==> src/rtl/mvau_defn_pkg.sv <==
// Shared definitions for the MVU processing-element datapath.
// Holds the accumulation FSM state type and a parameter sanity helper.
package mvau_defn;

    typedef enum logic {IDLE, ACC} acc_state_t;

    function automatic bit acc_params_ok(input int ta, input int to, input int sf, input int nf);
        return (ta >= to) && (sf >= 1) && (nf >= 1);
    endfunction

endpackage

==> src/rtl/mvu_fold_cnt.sv <==
// Wrap-around fold counter: counts 0..MAX-1 on en, flags the final count.
module mvu_fold_cnt #(
    parameter int MAX = 4
) (
    input  logic                                 aclk,
    input  logic                                 aresetn,
    input  logic                                 en,
    input  logic                                 clear,
    output logic [((MAX > 1) ? $clog2(MAX) : 1)-1:0] cnt,
    output logic                                 at_max
);

    localparam int W = (MAX > 1) ? $clog2(MAX) : 1;

    assign at_max = (cnt == W'(MAX - 1));

    always_ff @(posedge aclk or negedge aresetn) begin
        if (!aresetn) begin
            cnt <= '0;
        end else if (clear) begin
            cnt <= '0;
        end else if (en) begin
            cnt <= at_max ? '0 : cnt + W'(1);
        end
    end

endmodule

==> src/rtl/mvu_pe_acc_ctrl.sv <==
// Per-PE accumulation sequencer: sums SF adder-tree beats into one neuron
// and presents it on a valid/ready output, counting NF neurons per matrix.
module mvu_pe_acc_ctrl
    import mvau_defn::*;
#(
    parameter int TO = 16,
    parameter int TA = 24,
    parameter int SF = 4,
    parameter int NF = 2
) (
    input  logic                 aclk,
    input  logic                 aresetn,
    input  logic                 in_v,
    output logic                 in_rdy,
    input  logic signed [TO-1:0] in_add,
    output logic                 out_v,
    input  logic                 out_rdy,
    output logic signed [TA-1:0] out_acc,
    output logic                 out_last,
    output logic                 busy
);

    localparam int SFW = (SF > 1) ? $clog2(SF) : 1;
    localparam int NFW = (NF > 1) ? $clog2(NF) : 1;

    if (!acc_params_ok(TA, TO, SF, NF)) begin : g_param_chk
        $error("mvu_pe_acc_ctrl: requires TA >= TO, SF >= 1, NF >= 1");
    end

    acc_state_t          state, state_next;
    logic [SFW-1:0]      sf_cnt;
    logic [NFW-1:0]      nf_cnt_unused;
    logic                sf_at_max, nf_at_max;
    logic                beat, last_beat;
    logic signed [TA-1:0] add_ext, acc, acc_next;

    // Only the completing beat stalls; earlier folds of the next neuron proceed.
    assign in_rdy    = !(out_v && !out_rdy && (sf_cnt == SFW'(SF - 1)));
    assign beat      = in_v && in_rdy;
    assign last_beat = beat && sf_at_max;
    assign add_ext   = TA'(in_add);
    assign busy      = (state == ACC);

    mvu_fold_cnt #(.MAX(SF)) u_sf_cnt (
        .aclk    (aclk),
        .aresetn (aresetn),
        .en      (beat),
        .clear   (1'b0),
        .cnt     (sf_cnt),
        .at_max  (sf_at_max)
    );

    mvu_fold_cnt #(.MAX(NF)) u_nf_cnt (
        .aclk    (aclk),
        .aresetn (aresetn),
        .en      (last_beat),
        .clear   (1'b0),
        .cnt     (nf_cnt_unused),
        .at_max  (nf_at_max)
    );

    always_comb begin
        state_next = state;
        acc_next   = (state == IDLE) ? add_ext : acc + add_ext;
        case (state)
            IDLE: if (beat && !sf_at_max) state_next = ACC;
            ACC:  if (last_beat)          state_next = IDLE;
            default: state_next = IDLE;
        endcase
    end

    always_ff @(posedge aclk or negedge aresetn) begin
        if (!aresetn) begin
            state <= IDLE;
            acc   <= '0;
        end else begin
            state <= state_next;
            if (beat) acc <= acc_next;
        end
    end

    // A new result overwrites an accepted one in the same cycle, keeping out_v high.
    always_ff @(posedge aclk or negedge aresetn) begin
        if (!aresetn) begin
            out_v    <= 1'b0;
            out_acc  <= '0;
            out_last <= 1'b0;
        end else if (last_beat) begin
            out_v    <= 1'b1;
            out_acc  <= acc_next;
            out_last <= nf_at_max;
        end else if (out_v && out_rdy) begin
            out_v    <= 1'b0;
        end
    end

endmodule

==> config.mk <==
export PLATFORM = sky130hd
export DESIGN_NAME = mvu_pe_acc_ctrl
export DESIGN_NICKNAME = d
export VERILOG_FILES = /design/src/rtl/mvau_defn_pkg.sv /design/src/rtl/mvu_fold_cnt.sv /design/src/rtl/mvu_pe_acc_ctrl.sv
export SDC_FILE = /design/constraint.sdc
export NUM_CORES = 1
export LEC_CHECK = 0
export ABC_CLOCK_PERIOD_IN_PS = 6800
export CAP_MARGIN = 20
export CORE_MARGIN = 3
export CORE_UTILIZATION = 60
export CTS_BUF_LIST = sky130_fd_sc_hd__clkbuf_16
export DETAILED_ROUTE_END_ITERATION = 6
export PLACE_DENSITY_LB_ADDON = 0.25
export REMOVE_ABC_BUFFERS = 1
export SYNTH_ARGS = -nofsm -noshare
export SYNTH_HDL_FRONTEND = slang
export SYNTH_SLANG_ARGS = --single-unit
export TNS_END_PERCENT = 5
==> constraint.sdc <==
create_clock -name aclk -period 6.8 [get_ports aclk]
set_input_delay 1.02 -clock aclk [delete_from_list [all_inputs] [get_ports aclk]]
set_output_delay 1.02 -clock aclk [all_outputs]
set_load 0.01 [all_outputs]
==> reports/qor.csv <==
metric,value,unit
cp.required,6.97,ns
tritoncts_sink_count,54,
final_util,0.751,
antenna_cells_inserted,0,
yosys.area_share.xor_xnor,0.0380,
die_height,84.4,µm
pwr-share-comb,0.621,
worstHoldPathCells,2,
final_layout_size_suffix_gt1_frac,0.0586,
final-hold-violation-count,0,
seq_power_share,0.264,
criticalPathCategory,in2reg,
grt_max_degree,55,
critPathCaptureType,flop,
postRouteWirelength,8.92,mm
track_usage,0.256,
route.detailed.vias_per_inst,6.19,
hold-path-endpoint,out_acc[11]$_DFFE_PN0P_,
final.setup.worst_slack,3.03,ns
power_switching,960,µW
wl_per_cell,16.7,µm
powerDensity,503,nW/µm²
design.portCount,48,
hp-start,out_acc[11]$_DFFE_PN0P_,
netlist_instances,429,
static_leak,1.95,nW
number_of_buffers_added_to_fix_hold_violations_after_cts,0,
grt_setup_unrepaired,no,
slew_violations,0,
post_synth_fa_ha_maj_area_fraction,0.0868,
dr.first_iter.drc_count,250,
design_area,4310,µm²
critPathMaxFanout,17,
antenna_found_initial,0,
number_of_maximum_capacitance_constraint_violations,0,
num_vias,3300,
worst_skew_pair.late_latency,0.29,ns
relSlewSlack,0.530,
reg2reg_to,out_acc[19]$_DFFE_PN0P_,
post_cts.resized_instances,0,
layout_common_cells,"nand2_1 (69), dfrtp_1 (54), clkdlybuf4s50_1 (46)",
ys.flop_type,dfrtp_1,
cts-htree-levels,2,
die_area,7130,µm²
path_depth_of_the_worst_reg2reg_path,7,
number_of_port_buffers,47,
synthSimpleGateAreaFrac,0.177,
layout_commonest_cell,nand2_1,
setup-tns-final,0,ns
floorplan.initialDensity,0.643,
core_area,5740,µm²
min_period,3.77,ns
post_synth_instance_area,3690,µm²
maxClockFrequency,265,MHz
share_of_the_synthesized_area_in_compound_gates_ao_oa_aoi_oai,0.221,
average_cell_area_after_synthesis,8.60,µm²
timing.final.crit_share,0.555,
cts.path.max_buffers,2,
yosysWarnings,0,
grt_pass1_wl,15.2,mm
dominant_combinational_cell_family_by_area_after_synthesis,compound AO/OA/AOI/OAI gates,
drt_pre_antenna_iters,5,
cts_made_buffers,5,
worst_r2r_startpoint,u_sf_cnt.cnt[0]$_DFFE_PN0P_,
post-route-drc-count,0,
final_net_count,506,
worstPathArrival,3.95,ns
outcome,finished clean,
synth.yosys.seq_area_share,0.366,
postCtsSetupBuffers,0,
dp.final_hpwl,6.18,mm
synthDistinctLibCells,56,
tightestPinTransition,0.705,ns
internal-power,1.21,mW
startpoint_type,input port,
pwr-share-clk,0.116,
final_clock_skew,0.00514,ns
globalRoute.totalOverflow,0,
worst_hold_path_type,reg2reg,
fin_hold_ws,0.486,ns
placement.cell_area,4170,µm²
placement_rows,27,
post-place-ws,2.76,ns
synth-seq-cells,54,
area.growth.synth_to_final,16.8,%
reg2reg_slack,3.76,ns
finalSetupViolations,0,
synth.mux.area_fraction,0.0685,
cts-root-buf,clkbuf_16,
maximum_vdd_drop,268,µV
power.switching_fraction,0.442,
clock_input_transition_at_the_sequential_cells_of_the_worst_setup_and_hold_paths,0.07,ns
die_w,84.4,µm
weighted_congestion_at_the_end_of_routability_driven_global_placement,0.973,
asyncSetResetFlopFracSynth,1.00,
cts_tree,built,
ant_nets,0,
via_count_of_the_first_global_routing_pass,3277,
synth-edff-count,0,
routing by layer:
metal / wire length, µm / part of all wire / GRT usage
met5: 0 / 0 / 0
met4: 130 / 0.015 / 0.0676
met3: 463 / 0.052 / 0.0373
met2: 4340 / 0.49 / 0.443
met1: 3980 / 0.45 / 0.337
power by group through the flow:
stage | clock network, mW | registers, mW | logic [mW]
floorplan | 0 | 0.617 | 0.880
global placement | 0 | 0.569 | 1.28
detailed placement | 0 | 0.577 | 1.33
CTS | 0.256 | 0.573 | 1.34
global route | 0.268 | 0.593 | 1.49
finish | 0.251 | 0.573 | 1.35
Yosys cell counts, drive strengths merged, types with 2 or more instances:
master   number  area (µm²)
nand2        69         259
dfrtp        54        1350
o21ai        40         200
a21oi        38         198
nor2         25        93.8
ha           24         300
clkbuf       15        56.3
nand3        15        80.1
mux2i        14         140
buf          12        53.8
inv          12        45.0
mux2         10         113
xnor2        10        87.6
nand4         9        56.3
a21o          8        60.1
o211ai        7        67.6
a31oi         6        43.8
nand2b        6        37.5
xor2          6        52.6
nor2b         5        31.3
and3          4        25.0
a311oi        3        26.3
a211o         2        17.5
a211oi        2        15.0
a21boi        2        15.0
a221o         2        20.0
nand3b        2        15.0
nor4b         2        17.5
o2111ai       2        17.5
o21bai        2        18.8
o221ai        2        17.5
o22ai         2        18.8
o31ai         2        15.0
or3           2        12.5
cell type report:
class / instances / area [µm²]
Sequential cell: 54 / 1350
Inverter: 13 / 48.8
Clock buffer: 5 / 125
Clock inverter: 2 / 13.8
Fill cell: 454 / 1430
Tap cell: 72 / 90.1
Timing Repair Buffer: 52 / 503
Multi-Input combinational cell: 335 / 2180
cells by family after synthesis:
logic type,Yosys count
AO/OA/AOI/OAI,127
XOR/XNOR,16
adder cells (fa/ha/maj),25
buffers and inverters,40
flip-flops,54
multiplexers,24
AND/OR/NAND/NOR,143
critical path, stage by stage:
cell,delay (ns)
clkdlybuf4s50_1,0.88
ha_1,0.47
a21oi_1,0.33
o21ai_1,0.12
a311oi_1,0.41
nor2_1,0.07
nor3_1,0.22
o211ai_2,0.10
mux2_1,0.31
sequential cells by signal, summed over array words and instances (netlist names), named ones only:
register and cells:
acc 24, out_acc 24, out_last 1, out_v 1
u_nf_cnt.at_max 1, u_sf_cnt.cnt 2
metrics by stage:
step | std cells | power [mW]
6_report | 533 | 2.17
5_1_grt | 533 | 2.35
4_1_cts | 533 | 2.17
3_5_place_dp | 526 | 1.90
3_3_place_gp | 526 | 1.85
2_1_floorplan | 402 | 1.50
how the worst max path moves through the flow:
stage	slack (ns)	start	endpoint	depth (start not counted)
6_report	3.03	in_add[15]	acc[21]$_DFFE_PN0P_	9
3_3_place_gp	2.84	in_add[15]	out_acc[21]$_DFFE_PN0P_	9
4_1_cts	3.08	in_add[15]	acc[21]$_DFFE_PN0P_	9
3_5_place_dp	2.76	in_add[15]	acc[21]$_DFFE_PN0P_	9
5_1_grt	2.80	in_add[15]	acc[21]$_DFFE_PN0P_	9
2_1_floorplan	3.65	out_rdy	out_acc[23]$_DFFE_PN0P_	7
Note: power is estimated with default switching activity, not from simulation.
